<file path="src/rtl/pc_sequencer_if.sv">
// Control and decode bundle between the host/decoder side and the PC sequencer.
interface pc_sequencer_if #(
  parameter int PC_WIDTH  = 3,
  parameter int OFF_WIDTH = 4,
  parameter int CNT_WIDTH = 16
);
  logic                 start;
  logic                 step;
  logic                 halt_req;
  logic                 stall;
  logic                 sig_branch;
  logic                 zero_flag;
  logic                 sig_jump;
  logic [OFF_WIDTH-1:0] branch_off;
  logic [PC_WIDTH-1:0]  jump_target;
  logic [PC_WIDTH-1:0]  pc;
  logic                 running;
  logic                 halted;
  logic                 redirect;
  logic [CNT_WIDTH-1:0] retired;

  modport master (
    output start, step, halt_req, stall, sig_branch, zero_flag, sig_jump,
           branch_off, jump_target,
    input  pc, running, halted, redirect, retired
  );

  modport slave (
    input  start, step, halt_req, stall, sig_branch, zero_flag, sig_jump,
           branch_off, jump_target,
    output pc, running, halted, redirect, retired
  );
endinterface

</file>
<file path="src/rtl/pc_sequencer.sv">
// Program counter / fetch sequencer with run, single-step and halt control,
// zero-bubble jump/branch resolution and a saturating retired-instruction count.
module pc_sequencer #(
  parameter int PC_WIDTH  = 3,
  parameter int OFF_WIDTH = 4,
  parameter int LAST_ADDR = 7,
  parameter int CNT_WIDTH = 16
) (
  input  logic          clk,
  input  logic          rst,
  pc_sequencer_if.slave bus
);

  // Offset is sign-extended to whichever of pc/offset is wider, then the low
  // PC_WIDTH bits are used: arithmetic wraps modulo 2^PC_WIDTH.
  localparam int SW = (PC_WIDTH > OFF_WIDTH) ? PC_WIDTH : OFF_WIDTH;
  localparam logic [PC_WIDTH-1:0] LAST = PC_WIDTH'(LAST_ADDR);

  typedef enum logic [1:0] {IDLE, RUN, HALT} state_t;

  state_t               state, state_nx;
  logic [PC_WIDTH-1:0]  pc_q, pc_nx;
  logic                 redirect_q, redirect_nx;
  logic [CNT_WIDTH-1:0] retired_q, retired_nx;

  logic                 adv;
  logic                 taken;
  logic [SW-1:0]        off_ext;
  logic [PC_WIDTH-1:0]  seq_pc;
  logic [PC_WIDTH-1:0]  br_pc;

  assign off_ext = SW'($signed(bus.branch_off));
  assign seq_pc  = pc_q + PC_WIDTH'(1);
  assign br_pc   = seq_pc + off_ext[PC_WIDTH-1:0];
  assign taken   = bus.sig_branch & bus.zero_flag;

  // halt_req and stall both suppress the advance; start in IDLE wins over step.
  assign adv = ~bus.stall & ~bus.halt_req &
               ((state == RUN) | ((state == IDLE) & bus.step & ~bus.start));

  // Next-state, next-PC and retire bookkeeping.
  always_comb begin
    state_nx    = state;
    pc_nx       = pc_q;
    redirect_nx = redirect_q;
    retired_nx  = retired_q;

    case (state)
      IDLE: begin
        if (bus.halt_req)                  state_nx = HALT;
        else if (!bus.stall && bus.start)  state_nx = RUN;
      end
      RUN:     if (bus.halt_req) state_nx = HALT;
      HALT:    state_nx = HALT;
      default: state_nx = IDLE;
    endcase

    if (adv) begin
      retired_nx  = (&retired_q) ? retired_q : retired_q + CNT_WIDTH'(1);
      redirect_nx = bus.sig_jump | taken;
      if (bus.sig_jump)    pc_nx = bus.jump_target;
      else if (taken)      pc_nx = br_pc;
      else if (pc_q == LAST) state_nx = HALT;  // retire the last one, pc stays put
      else                 pc_nx = seq_pc;
    end
  end

  // State and datapath registers, synchronous reset.
  always_ff @(posedge clk) begin
    if (rst) begin
      state      <= IDLE;
      pc_q       <= '0;
      redirect_q <= 1'b0;
      retired_q  <= '0;
    end else begin
      state      <= state_nx;
      pc_q       <= pc_nx;
      redirect_q <= redirect_nx;
      retired_q  <= retired_nx;
    end
  end

  assign bus.pc       = pc_q;
  assign bus.running  = (state == RUN);
  assign bus.halted   = (state == HALT);
  assign bus.redirect = redirect_q;
  assign bus.retired  = retired_q;

endmodule

</file>
<file path="src/flat_wrapper.sv">
// flat-port wrapper written by rule: the top's interface ports become plain ports
module pc_sequencer_flat 
#(
  parameter int PC_WIDTH  = 3,
  parameter int OFF_WIDTH = 4,
  parameter int LAST_ADDR = 7,
  parameter int CNT_WIDTH = 16
)
  (clk, rst, bus_start, bus_step, bus_halt_req, bus_stall, bus_sig_branch, bus_zero_flag, bus_sig_jump, bus_branch_off, bus_jump_target, bus_pc, bus_running, bus_halted, bus_redirect, bus_retired);
  pc_sequencer_if #(.PC_WIDTH(PC_WIDTH), .OFF_WIDTH(OFF_WIDTH), .CNT_WIDTH(CNT_WIDTH)) bus_i ();
  input  logic clk;
  input  logic rst;
  input wire logic [$bits(bus_i.start)-1:0] bus_start;
  input wire logic [$bits(bus_i.step)-1:0] bus_step;
  input wire logic [$bits(bus_i.halt_req)-1:0] bus_halt_req;
  input wire logic [$bits(bus_i.stall)-1:0] bus_stall;
  input wire logic [$bits(bus_i.sig_branch)-1:0] bus_sig_branch;
  input wire logic [$bits(bus_i.zero_flag)-1:0] bus_zero_flag;
  input wire logic [$bits(bus_i.sig_jump)-1:0] bus_sig_jump;
  input wire logic [$bits(bus_i.branch_off)-1:0] bus_branch_off;
  input wire logic [$bits(bus_i.jump_target)-1:0] bus_jump_target;
  output wire logic [$bits(bus_i.pc)-1:0] bus_pc;
  output wire logic [$bits(bus_i.running)-1:0] bus_running;
  output wire logic [$bits(bus_i.halted)-1:0] bus_halted;
  output wire logic [$bits(bus_i.redirect)-1:0] bus_redirect;
  output wire logic [$bits(bus_i.retired)-1:0] bus_retired;
  assign bus_i.start = bus_start;
  assign bus_i.step = bus_step;
  assign bus_i.halt_req = bus_halt_req;
  assign bus_i.stall = bus_stall;
  assign bus_i.sig_branch = bus_sig_branch;
  assign bus_i.zero_flag = bus_zero_flag;
  assign bus_i.sig_jump = bus_sig_jump;
  assign bus_i.branch_off = bus_branch_off;
  assign bus_i.jump_target = bus_jump_target;
  assign bus_pc = bus_i.pc;
  assign bus_running = bus_i.running;
  assign bus_halted = bus_i.halted;
  assign bus_redirect = bus_i.redirect;
  assign bus_retired = bus_i.retired;
  pc_sequencer #(.PC_WIDTH(PC_WIDTH), .OFF_WIDTH(OFF_WIDTH), .LAST_ADDR(LAST_ADDR), .CNT_WIDTH(CNT_WIDTH)) u_core (.clk(clk), .rst(rst), .bus(bus_i));
endmodule
</file>
<file path="config.mk">
export PLATFORM = sky130hd
export DESIGN_NAME = pc_sequencer_flat
export DESIGN_NICKNAME = d
export VERILOG_FILES = /design/src/rtl/pc_sequencer_if.sv /design/src/rtl/pc_sequencer.sv /design/src/flat_wrapper.sv
export SDC_FILE = /design/constraint.sdc
export NUM_CORES = 1
export LEC_CHECK = 0
export CAP_MARGIN = 40
export CORE_ASPECT_RATIO = 1.75
export CORE_MARGIN = 1.5
export CORE_UTILIZATION = 35
export DETAILED_ROUTE_END_ITERATION = 16
export PLACE_DENSITY_LB_ADDON = 0.12
export SYNTH_ARGS = -nofsm -noshare
export SYNTH_HDL_FRONTEND = slang
export SYNTH_SLANG_ARGS = --single-unit
</file>
<file path="constraint.sdc">
create_clock -name clk -period 3 [get_ports clk]
set_clock_uncertainty 0.05 [all_clocks]
set_input_delay 0.9 -clock clk [delete_from_list [all_inputs] [get_ports clk]]
set_output_delay 0.9 -clock clk [all_outputs]
set_load 0.03 [all_outputs]
</file>
**After elaboration in Yosys (flattened, before gate mapping)**

Cells that the tools add are included.

- Bitwise operators: 11
- Add/sub/neg operators: 3
- Eq/ne operators: 4
- Muxes and demuxes: 11
- Reductions and logical operators: 6

Operators by type and width:

| operator | count |
|---|---|
| 16-bit by 1-bit adder with 16-bit output (second input constant) | 1 |
| 16-bit AND reduction | 1 |
| 2-bit two-way mux | 7 |
| 3-bit two-way mux | 3 |
| 2-bit case mux with 3 select lines | 1 |
| 1-bit AND | 5 |
| 1-bit inverter | 4 |
| 2-bit AND reduction | 2 |
| 3-bit by 1-bit adder with 3-bit output (second input constant) | 1 |
| 3-bit adder | 1 |
| 3-bit == test (second input constant) | 1 |
| 3-bit by 2-bit != test with 1-bit output (second input constant) | 1 |
| 2-bit by 1-bit == test with 1-bit output (second input constant) | 1 |
| 2-bit == test (second input constant) | 1 |
| 2-bit zero test | 1 |
| 1-bit OR | 2 |
| 1-bit logical AND | 1 |
| 1-bit zero test | 1 |

- Logic and storage cells: 39
- Output and inout bits: 22
- Register bits after elaboration: 22

**Depth between registers and ports, before layout**

Gate-level depths: netlist of the first run.

- Depth after elaboration: 9
- Depth in mapped cells: 8
- Depth with buffers taken out: 8

**Worst setup path after synthesis of the first run**

Ideal clock, no wire load.

- Path kind: input to register
- Start: in bus_stall
- End: reg u_core.retired_q[13], in the netlist u_core.bus.retired[13]
- Setup time: 0.123 ns
- Path buffers: 0
- Stages on the path: 4
- Arrival time: 2.129 ns
- Path slack: 0.697 ns
- Path through: nor3_1 -> o2111ai_1 -> or4_1 -> mux2_1

- Longest elaborated chain between the ends: 4

RTL lines:

| item | line | source |
|---|---|---|
| from (decl) | flat_wrapper.sv:16 | `input wire logic [$bits(bus_i.stall)-1:0] bus_stall;` |
| 1-bit inverter | pc_sequencer.sv:38 | `assign adv = ~bus.stall & ~bus.halt_req &` |
| 1-bit AND (2 in series) | pc_sequencer.sv:38 |  |
| 2-bit AND reduction (no line) | -- |  |
| to (signal assigned) | pc_sequencer.sv:79 | `retired_q <= retired_nx;` |
| to (decl) | pc_sequencer.sv:24 | `logic [CNT_WIDTH-1:0] retired_q, retired_nx;` |

No other way between the ends.
A chain may end at the register's enable or synchronous reset.

**Final worst setup path of the first run**

Same ends and word-level chain as after synthesis.

==> flow_summary.json, run 1 <==
{
  "critPathSlowestCell": "or4_1",
  "grt_pass1_vias": 1334,
  "outcome": "finished clean",
  "drt-total-wl_um": 3490,
  "start_util_pct": 37.2,
  "drc": 0,
  "crit_chain": "clkdlybuf4s50_1, nor3_1, o2111ai_1, or4_1, mux2_1",
  "insertedDiodeCount": 0,
  "netlist_instances": 155,
  "synth_warnings": 0,
  "vias": 1354,
  "ys.flop_type": "dfxtp_1",
  "cts_tree": "built",
  "yosysUniqueCellTypes": 42,
  "seq_area_frac_synth_pct": 34.4,
  "max_freq_mhz": 374,
  "drtAntennaViolNets": 0,
  "yosys-top-cells-area": "dfxtp_1, a21oi_1, o31ai_1",
  "root_buffer": "clkbuf_8",
  "syn_area_um2": 1280,
  "wl_per_cell_um": 14.7,
  "place_inst": 234,
  "numCtsBuffers": 3,
  "drive_gt1_share_pct": 5.21,
  "max-vdd-ir-drop_v": 0.000218,
  "async_flop_share_pct": 0,
  "dieArea_um2": 4040,
  "std_cell_rows": 28,
  "grt_max_degree": 16,
  "critPathMaxFanout": 4,
  "post_cts_buffers": 0,
  "grt_pass1_wl_um": 5850,
  "synthesis.nets": 176,
  "gp_congestion": 0.765,
  "report.final.setup_viol": 0,
  "slowest_delay_ns": 0.58,
  "finalSetupTns_ns": 0,
  "rsz0062_at_grt": "no",
  "die_h_um": 83.0,
  "relSlewSlack_pct": 66.3,
  "power_leakage_nw": 0.557,
  "boundaryPins": 38,
  "min_period_ns": 2.67,
  "slew_viol_final": 0,
  "start_kind": "input port",
  "placed_cell_area_um2": 1700,
  "track_usage_pct": 17.9,
  "die_w_um": 48.7,
  "dr.pass1.iters": 4,
  "via_per_inst": 5.71,
  "crit_family": "simple AND/OR/NAND/NOR gates",
  "fin_area_um2": 1740,
  "ctsHtreeMaxLevel": 1,
  "synth-seq-cells": 22,
  "power_density_nw_per_um2": 324,
  "critPathBufInv": 1,
  "hp-class": "reg -> reg",
  "fin_nets": 215,
  "arrival_ns": 2.78,
  "hold_slack_ns": 0.434,
  "fin_cells": 237,
  "synth_edf_count": 0,
  "cts.sinks": 22,
  "finalHoldViolations": 0,
  "clockBufferDepth": 2,
  "antenna_found_initial": 0,
  "critPathKind": "in -> reg",
  "cts_resized": 0,
  "end_kind": "flop",
  "critical_path_required_ns": 3.11,
  "dpl_worst_slack_ns": 0.0635,
  "drtIter0Drc": 21,
  "synth.avg_cell_area_um2": 8.25,
  "power_mw": 0.564,
  "dp_hpwl_um": 2820,
  "io_buffers": 36,
  "gr-total-overflow": 0,
  "synth_top_area_share_pct": 34.4,
  "yosys.area.top_type": "dfxtp_1",
  "cap_viol_max_count": 0,
  "clk_latency_ns": 0.26,
  "reg2reg_slack_ns": 0.94,
  "tightestPinTransition_ns": 0.504,
  "coreArea_um2": 3430,
  "areaGrowthSynthToFinish_pct": 36.3,
  "post-route-util_pct": 50.8,
  "cts_hold_buf": 0,
  "fin_ws_ns": 0.328,
  "finalCritPeriodShare_pct": 89.1,
  "clk_pin_slew_worst_paths_ns": 0.08
}
[synth_stat cells, drive strengths merged, types with 3 or more instances]
master and instances:
dfxtp 22, ha 4, nor2b 4, nand2 10, or4 7, nor3 8, clkbuf 5, nand3 5
or3 3, nor4 3, nor2 7, o21ai 5, a311oi 3, a211oi 4, nand4 4, inv 13
a21oi 16, o31ai 8, and4 3
[area by class of cell]
| class | instances | area (um^2) |
|---|---|---|
| Fill cell | 383 | 1690 |
| Sequential cell | 22 | 440 |
| Timing Repair Buffer | 40 | 390 |
| Inverter | 13 | 48.8 |
| Clock buffer | 3 | 41.3 |
| Tap cell | 45 | 56.3 |
| Multi-Input combinational cell | 114 | 766 |
[sequential cells by signal, indices dropped and copies added, names as in the netlist]
signal               flops
u_core.bus.redirect      1
u_core.bus.retired      16
u_core.state             2
u_core.bus.pc            3
[worst paths after layout]
kind / startpoint / end / depth (start not counted)
min reg2reg: u_core.bus.pc[1]$_SDFFE_PP0P_ / u_core.bus.pc[1]$_SDFFE_PP0P_ / 2
max: bus_stall / u_core.bus.retired[13]$_SDFFE_PP0P_ / 5
min: u_core.bus.pc[1]$_SDFFE_PP0P_ / u_core.bus.pc[1]$_SDFFE_PP0P_ / 2
max reg2reg: u_core.bus.retired[0]$_SDFFE_PP0P_ / u_core.bus.retired[14]$_SDFFE_PP0P_ / 5
[routing by layer]
| metal | GRT usage [%] | vias up | share of wire (%) |
|---|---|---|---|
| met5 | 0 | - | 0 |
| met4 | 7.79 | 0 | 1.7 |
| met3 | 2.34 | 8 | 3.4 |
| met2 | 35.5 | 34 | 57 |
| met1 | 17.5 | 640 | 37 |
| li1 | - | 672 | - |
[where the power goes]
group / total, mW / internal (mW) / switching, mW
Clock: 0.186 / 0.0896 / 0.0967
Combinational: 0.0776 / 0.0369 / 0.0407
Sequential: 0.300 / 0.296 / 0.00465
[worst min-delay path, cell delays in order (launching register included)]
cell	delay, ns
dfxtp_1	0.33
inv_1	0.05
a211oi_1	0.05
[cells in the final DEF, fill, tap and decap left out, types with 4 or more instances in the layout]
| master | netlist | final |
|---|---|---|
| a211oi_1 | 4 | 4 |
| a21oi_1 | 16 | 16 |
| buf_4 | 0 | 4 |
| clkdlybuf4s50_1 | 0 | 36 |
| dfxtp_1 | 22 | 22 |
| ha_1 | 4 | 4 |
| inv_1 | 13 | 13 |
| nand2_1 | 10 | 10 |
| nand3_1 | 5 | 5 |
| nor2_1 | 7 | 7 |
| nor2b_1 | 4 | 4 |
| nor3_1 | 8 | 8 |
| o21ai_0 | 5 | 5 |
| o31ai_1 | 8 | 8 |
| or4_1 | 7 | 7 |
[cells by family (layout without fill, tap and decap cells)]
| kind of cell | Yosys count | after routing | share of synthesized area, % |
|---|---|---|---|
| AND/OR/NAND/NOR | 58 | 58 | 26.3 |
| adder cells (fa/ha/maj) | 5 | 5 | 5.48 |
| XOR/XNOR | 1 | 1 | 0.685 |
| multiplexers | 2 | 2 | 1.66 |
| flip-flops | 22 | 22 | 34.4 |
| buffers and inverters | 19 | 56 | 5.68 |
| AO/OA/AOI/OAI | 48 | 48 | 25.7 |
(Power assumes the default switching activity.)
==> inputs of run 2 (changes only) <==
Settings changed: HOLD_SLACK_MARGIN from default to 0.08.
==> results of run 2 <==
The final DEF is identical to that of run 1; final timing and power are the same.
